[src/rtl/instr_fetch_unit.sv]
// Instruction fetch unit: PC address handshake, single outstanding memory read, FWFT buffer.
// Optional memory-wait abort enabled by defining FETCH_TIMEOUT_EN.
module instr_fetch_unit #(
   parameter int FIFO_DEPTH  = 4,
   parameter int TIMEOUT_CYC = 15
) (
   input  logic        clock,
   input  logic        reset,
   input  logic [15:0] addr_in,
   input  logic        addr_valid,
   output logic        addr_ready,
   output logic        mem_req,
   output logic [15:0] mem_addr,
   input  logic        mem_ack,
   input  logic [15:0] mem_rdata,
   output logic        instr_valid,
   input  logic        instr_ready,
   output logic [15:0] instr,
   output logic [15:0] instr_addr,
   input  logic        flush,
   output logic        fetch_err
);

   localparam int AW = (FIFO_DEPTH > 1) ? $clog2(FIFO_DEPTH) : 1;
   localparam int CW = AW + 1;
   localparam logic [CW-1:0] DEPTH_C = CW'(FIFO_DEPTH);

   typedef enum logic [1:0] {IDLE, BUSY, DROP} state_t;

   state_t        r_state;
   logic [15:0]   r_mem_addr;
   logic [15:0]   r_data [FIFO_DEPTH];
   logic [15:0]   r_tag  [FIFO_DEPTH];
   logic [AW-1:0] r_wp;
   logic [AW-1:0] r_rp;
   logic [CW-1:0] r_cnt;

   logic w_full;
   logic w_xfer;
   logic w_push;
   logic w_pop;
   logic w_tmo;

   assign w_full      = (r_cnt == DEPTH_C);
   assign addr_ready  = ~reset & (r_state == IDLE) & ~w_full & ~flush;
   assign w_xfer      = addr_valid & addr_ready;
   assign w_push      = (r_state == BUSY) & mem_ack & ~flush;
   assign instr_valid = (r_cnt != '0);
   assign w_pop       = instr_valid & instr_ready & ~flush;
   assign mem_req     = (r_state != IDLE);
   assign mem_addr    = r_mem_addr;
   assign instr       = instr_valid ? r_data[r_rp] : 16'h0000;
   assign instr_addr  = instr_valid ? r_tag[r_rp] : 16'h0000;

`ifdef FETCH_TIMEOUT_EN
   localparam int TW = (TIMEOUT_CYC > 1) ? $clog2(TIMEOUT_CYC + 1) : 1;
   localparam logic [TW-1:0] TMAX = TW'(TIMEOUT_CYC - 1);

   logic [TW-1:0] r_tmo;
   logic          r_fetch_err;

   // BUSY with flush restarts the wait in DROP, so it never times out here
   assign w_tmo = (r_state != IDLE) & ~mem_ack & (r_tmo == TMAX)
                & ~((r_state == BUSY) & flush);
   assign fetch_err = r_fetch_err;

   always_ff @(posedge clock or posedge reset) begin
      if (reset) begin
         r_tmo       <= '0;
         r_fetch_err <= 1'b0;
      end else begin
         r_fetch_err <= w_tmo;
         if (w_tmo || r_state == IDLE || mem_ack ||
             (r_state == BUSY && flush))
            r_tmo <= '0;
         else
            r_tmo <= r_tmo + 1'b1;
      end
   end
`else
   assign w_tmo     = 1'b0;
   assign fetch_err = 1'b0;
`endif

   always_ff @(posedge clock or posedge reset) begin
      if (reset) begin
         r_state    <= IDLE;
         r_mem_addr <= 16'h0000;
      end else begin
         unique case (r_state)
            IDLE: begin
               if (w_xfer) begin
                  r_mem_addr <= addr_in;
                  r_state    <= BUSY;
               end
            end
            BUSY: begin
               // ack together with flush completes the read, data unused
               if (mem_ack)    r_state <= IDLE;
               else if (flush) r_state <= DROP;
               else if (w_tmo) r_state <= IDLE;
            end
            DROP: begin
               if (mem_ack || w_tmo) r_state <= IDLE;
            end
            default: r_state <= IDLE;
         endcase
      end
   end

   always_ff @(posedge clock or posedge reset) begin
      if (reset) begin
         r_wp  <= '0;
         r_rp  <= '0;
         r_cnt <= '0;
      end else if (flush) begin
         r_wp  <= '0;
         r_rp  <= '0;
         r_cnt <= '0;
      end else begin
         if (w_push) r_wp <= r_wp + 1'b1;
         if (w_pop)  r_rp <= r_rp + 1'b1;
         unique case ({w_push, w_pop})
            2'b10:   r_cnt <= r_cnt + 1'b1;
            2'b01:   r_cnt <= r_cnt - 1'b1;
            default: r_cnt <= r_cnt;
         endcase
      end
   end

   // storage needs no reset; visibility is gated by the count
   always_ff @(posedge clock) begin
      if (w_push) begin
         r_data[r_wp] <= mem_rdata;
         r_tag[r_wp]  <= r_mem_addr;
      end
   end

endmodule

[config.mk]
export PLATFORM = sky130hd
export DESIGN_NAME = instr_fetch_unit
export DESIGN_NICKNAME = d
export VERILOG_FILES = /design/src/rtl/instr_fetch_unit.sv
export SDC_FILE = /design/constraint.sdc
export NUM_CORES = 1
export LEC_CHECK = 0
export ABC_AREA = 1
export CORE_MARGIN = 5
export CORE_UTILIZATION = 54
export CTS_CLUSTER_SIZE = 25
export DETAILED_ROUTE_END_ITERATION = 6
export MAX_ROUTING_LAYER = met4
export PLACE_DENSITY = 0.88
export SLEW_MARGIN = 10
export SYNTH_ARGS = -nofsm -noshare
export SYNTH_HDL_FRONTEND = slang
export SYNTH_SLANG_ARGS = --single-unit
[constraint.sdc]
create_clock -name clock -period 3.79 [get_ports clock]
set_clock_uncertainty 0.15 [all_clocks]
set_input_delay 0.758 -clock clock [delete_from_list [all_inputs] [get_ports clock]]
set_output_delay 0.758 -clock clock [all_outputs]
set_load 0.02 [all_outputs]
## Word level (Yosys, flattened, before mapping)

Memories as Yosys holds them, arrays and structs flattened.
Index checks and enable logic that the tools add are counted.
Widths: inputs -> output; s select.

- RAM bits: 128
- Register bits: 25
- Memories kept: 2
- Input port bits: 38

Memories:

| memory | depth | bits a word | read ports | clocked after memory_dff | wr ports | RTL line | source |
|---|---|---|---|---|---|---|---|
| r_data | 4 | 16 | 1 | 0 | 1 | 32 | `logic [15:0] r_data [FIFO_DEPTH];` |
| r_tag | 4 | 16 | 1 | 0 | 1 | 33 | `logic [15:0] r_tag [FIFO_DEPTH];` |

- Multiplexer cells: 15
- Eq/ne operators: 8
- Reduce and logical (&&, ||, !) cells: 8
- Bitwise operators: 11
- Add/sub/neg operators: 4

Operators by type and width:

| kind | count |
|---|---|
| $mux 16 | 2 |
| $mux 2 | 8 |
| $and 1x1->1 | 8 |
| $pmux 2 s3 | 1 |
| $pmux 3 s2 | 1 |
| $reduce_bool 2->1 | 3 |
| $reduce_bool 3->1 | 2 |
| $add 2x1->2 const B | 2 |
| $eq 2x1->1 const B | 2 |
| $eq 2x2->1 const B | 2 |
| $ne 2x2->1 const B | 2 |
| $add 3x1->3 const B | 1 |
| $eq 3x3->1 const B | 1 |
| $mux 3 | 1 |
| $ne 3x3->1 const B | 1 |
| $not 1->1 | 3 |
| $reduce_and 3->1 | 1 |
| $sub 3x1->3 const B | 1 |
| $logic_not 2->1 | 1 |
| $mux 1 | 2 |
| $reduce_and 2->1 | 1 |

## Depth between registers and ports, before layout

- Word-level depth: 7
- Gate-level depth with buffers: 12
- Mapped depth without buffers: 12

## Least setup slack after synthesis

Ideal clock, no wire load.

- Path type: input to register
- From: in mem_ack
- To: mem r_data[0][0] (enable)
- Setup time: 0.421 ns
- Data arrival time: 2.465 ns
- Path slack: 0.754 ns
- Cell stages on the path: 4
- Path buffers: 0
- Cells stage by stage: nand3_1 -> nor2_1 -> inv_1 -> nor2_1

- Cells in the longest elaborated chain, start to end: 4

Ends and longest elaborated chain:

| what | RTL line | source |
|---|---|---|
| start: declaration | 14 | `input logic mem_ack,` |
| $and 1x1->1 (2 in a row) | 47 | `assign w_push = (r_state == BUSY) & mem_ack & ~flush;` |
| $mux 1 | 133 | `if (w_push) begin` |
| $mux 1 (not written as such) | 134 | `r_data[r_wp] <= mem_rdata;` |
| end: declaration | 32 |  |

Every way passes these cells.

## Worst setup path after layout

- From: reg r_rp[0]
- To: out instr[11]

- Cells in the longest elaborated chain, start to end: 2

Ends and longest elaborated chain:

| what | RTL line | source |
|---|---|---|
| start: declaration | 35 | `logic [AW-1:0] r_rp;` |
| start signal: assignment | 122 | `if (w_pop) r_rp <= r_rp + 1'b1;` |
| $mem_v2 4x16 | -- |  |
| $mux 16 | 52 | `assign instr = instr_valid ? r_data[r_rp] : 16'h0000;` |
| end: declaration | 18 | `output logic [15:0] instr,` |

Every way passes these cells.

==> results.txt <==
Setup violations remaining at the end of the flow were counted as 0. The master cell of the clock root buffer is sky130_fd_sc_hd__clkbuf_16. After detailed routing, the average wire length per cell comes to ~18 µm. The final worst-path cycle share is a little over nine tenths. 0 antenna diodes ended up in the layout. The initial antenna violation count came out at 0. The count of boundary I/O pins is 90.

The library cell used most frequently in the layout, excluding fill and tap cells, is sky130_fd_sc_hd__nor2_1. The worst slack at placement is around 0.62 ns. The time the worst path needs with I/O delays and setup is 3.55 ns. Summed over all cells, the static leakage comes to about 2.9 nW. Buffers added to address setup during post-CTS repair amount to 0. The placement row count is 39. The logic depth of the worst register-to-register path came out at 12. The biggest fanout along the worst timing path is 65.

The mean instance size in the synthesized netlist is between 10 and 15 µm². The chip width is about 120 µm. The critical path launch point type is a flop.

The via-per-instance ratio is 5.48. The number of warnings issued by yosys came out at 0. The arrival time reported for the critical path endpoint is approximately 2.7 ns. The HPWL after detailed placement came out at just over 8 mm.

The insertion delay to the later sink of the worst-skew pair came out at between 0.4 and 0.5 ns. The category of the most critical setup path is flop to output pin. Setup repair after global routing left no endpoint under its margin. The worst hold path stage count came out at 3. The number of instances in the synthesized netlist came out at 528. The total number of clock tree sinks is between 150 and 200. The height of the die came out at between 100 and 150 µm.

The max-slew headroom at the worst pin came out at between 30% and 40%. In this run, CTS created clock tree buffers numbering 17. Power spread over the standard cell area amounts to between 500 and 600 nW/µm². The count of TritonRoute iterations in the first routing pass is 6.

The final total negative setup slack is 0 ns. The area enclosed by the die boundary is roughly 14000 µm². TritonCTS built the clock tree.

STA classifies the critical path endpoint as an output pin. The number of pins exceeding their max-slew limit in the final report is 0. The actual transition at the worst max-transition pin is around 0.98 ns. The number of H-tree levels is 4. The layout cell share with drive strength beyond 1 is a little under a tenth. The number of maximum-capacitance constraint violations came out at 0. In the final design database the tool counted between 600 and 700 nets. The congestion estimate from routability-driven global placement came to around 0.79. In the layout the commonest cells are sky130_fd_sc_hd__nor2_1, sky130_fd_sc_hd__edfxtp_1, sky130_fd_sc_hd__clkdlybuf4s50_1, sky130_fd_sc_hd__o21ai_0, sky130_fd_sc_hd__nand2_1.

After synthesis the cells add up to between 6000 and 7000 µm². The synthesized net count came out at 571. The multiplexer area fraction after synthesis is 0%.

The number of design-rule violations left by the first detailed-router iteration is roughly 440. The global route total overflow came out at 0. Global routing used 22.0% of the available tracks across all layers. The synthesized-area fraction occupied by adder cells came out at under 10%. The main combinational cell family by area after synthesis is simple AND/OR/NAND/NOR gates. The count of buffers added on input and output ports is 88. The number of buffers between clock root and the deepest sink came out at 2. Data on the critical path is required at its endpoint by between 2 and 3 ns. The proportion of synthesized chip area in sequential cells is ~72%.

The global-route wire length before repair came out at 21.9 mm. Summing the areas of all and, or, nand and nor instances in the mapped netlist gives between 10% and 20% of the synthesized area. Clock-pin slew was measured on the worst setup and hold paths at approximately 0.06 ns. The post-synthesis sequential element count came out at between 150 and 200. The flow ran to the end, and the final reports show no timing, DRC or antenna violations. The setup slack of the critical path after layout is ~0.24 ns. Post-CTS repair changed the size of 0 cells. The placeable core area came out at roughly 11000 µm². The final route contains between 4000 and 5000 vias. The number of antenna-violating nets in the routed design is 0. In this run the worst hold path is classified as flop to flop. The post-synthesis xor/xnor area fraction came out at 0.142%. The worst supply voltage drop on vdd is around 300 µV. The complex-gate fraction of the synthesized area is 8.75%. The number of hold-slack violations in the final timing report came out at 0. The maximum clock frequency came out at 281 MHz.

For this run, design rule violations remaining after detail routing come to 0. The starting density of the core is 54.6%. The final routed wirelength across all metal layers is between 10 and 15 mm. From synthesis to final layout, the design area changed by 26.6%.

The unique cell type count in the Yosys netlist is 29. In this run, post-CTS hold repair placed 0 buffers. The via count of the first global-routing pass was approximately 4400. The pin count of the biggest net entering global routing is 66.
synth_stat cells:
master / count / share of area [%]
sky130_fd_sc_hd__buf_6: 1 / 0.18
sky130_fd_sc_hd__fa_1: 1 / 0.32
sky130_fd_sc_hd__nand3b_1: 1 / 0.12
sky130_fd_sc_hd__o31ai_1: 2 / 0.24
sky130_fd_sc_hd__a21boi_2: 1 / 0.18
sky130_fd_sc_hd__nand4_1: 1 / 0.10
sky130_fd_sc_hd__buf_4: 8 / 0.97
sky130_fd_sc_hd__buf_2: 9 / 0.73
sky130_fd_sc_hd__a21oi_1: 32 / 2.6
sky130_fd_sc_hd__nand2_2: 2 / 0.20
sky130_fd_sc_hd__conb_1: 1 / 0.061
sky130_fd_sc_hd__ha_1: 4 / 0.81
sky130_fd_sc_hd__inv_4: 1 / 0.10
sky130_fd_sc_hd__nor2_2: 2 / 0.20
sky130_fd_sc_hd__nand2_1: 66 / 4.0
sky130_fd_sc_hd__inv_2: 3 / 0.18
sky130_fd_sc_hd__inv_1: 17 / 1.0
sky130_fd_sc_hd__dfrtp_1: 25 / 10
sky130_fd_sc_hd__inv_6: 1 / 0.14
sky130_fd_sc_hd__nand3_2: 1 / 0.16
sky130_fd_sc_hd__xor2_1: 1 / 0.14
sky130_fd_sc_hd__nand3_1: 4 / 0.32
sky130_fd_sc_hd__nor2_1: 136 / 8.3
sky130_fd_sc_hd__clkbuf_1: 9 / 0.55
sky130_fd_sc_hd__nand2_8: 1 / 0.32
sky130_fd_sc_hd__edfxtp_1: 128 / 62
sky130_fd_sc_hd__o21ai_1: 1 / 0.081
sky130_fd_sc_hd__o21ai_0: 68 / 5.5
sky130_fd_sc_hd__a21oi_2: 1 / 0.14
path summary, 6_finish.rpt:
| check | startpoint | end | slack [ns] |
|---|---|---|---|
| min in group asynchronous | reset | r_state[1] | 0.78 |
| hold / removal | r_state[1] | r_state[0] | 0.40 |
| setup reg to reg | r_state[1] | r_cnt[2] | 1.60 |
| max in group asynchronous | reset | r_rp[0] | 2.05 |
| hold reg to reg | r_state[1] | r_state[0] | 0.40 |
| setup / recovery | r_rp[0] | instr[11] | 0.24 |
cells by family after synthesis:
group / Yosys count
AO/OA/AOI/OAI: 105
XOR/XNOR: 1
adder cells (fa/ha/maj): 5
buffers and inverters: 49
flip-flops: 153
other: 1
AND/OR/NAND/NOR: 214
worst max-delay path, stage by stage, from the launching register on:
cell and delay [ns]:
sky130_fd_sc_hd__dfrtp_2 0.38, sky130_fd_sc_hd__buf_4 0.55, sky130_fd_sc_hd__nor2_1 0.14, sky130_fd_sc_hd__nor2_1 0.12
sky130_fd_sc_hd__o21ai_0 0.12, sky130_fd_sc_hd__a21oi_1 0.25, sky130_fd_sc_hd__clkdlybuf4s50_1 0.65
layout make-up:
type | count | area (µm²)
tap | 143 | 179
sequential | 153 | 4470
clock inverter | 9 | 150
timing repair buffer | 101 | 976
multi-input combinational | 326 | 1500
inverter | 22 | 90.1
fill | 786 | 3500
clock buffer | 23 | 458
state kept, by name, indices dropped and copies added, names as in the netlist:
register  flops
r_state       2
r_cnt         3
mem_addr     16
r_data       64
r_rp          2
r_tag        64
r_wp          2
through the flow:
stage / hold slack, ns / instance area (µm²) / utilization (%) / power, mW / std cells
after floorplan: 0.362 / 6180 / - / 2.17 / 528
after global routing: 0.428 / 7820 / 69.1 / 4.22 / 777
after global placement: 0.376 / 7220 / 63.7 / 2.36 / 745
after detailed placement: 0.387 / 7220 / 63.7 / 2.38 / 745
final: 0.399 / 7820 / 69.1 / 4.08 / 777
after CTS: 0.394 / 7820 / 69.1 / 4.09 / 777
power by group:
part | leakage [nW] | internal [mW] | switching [mW]
logic | 1.13 | 0.165 | 0.211
registers | 1.48 | 1.91 | 0.0697
clock network | 0.291 | 1.12 | 0.608
metal layers:
metal	track usage (%)	vias to the layer above	share of wire [%]
li1	-	1984	-
met1	27.4	2093	41
met2	36.1	164	50
met3	5.24	16	7.0
met4	6.88	0	1.2
met5	-	-	0
Power figures use the tool's default switching activity.
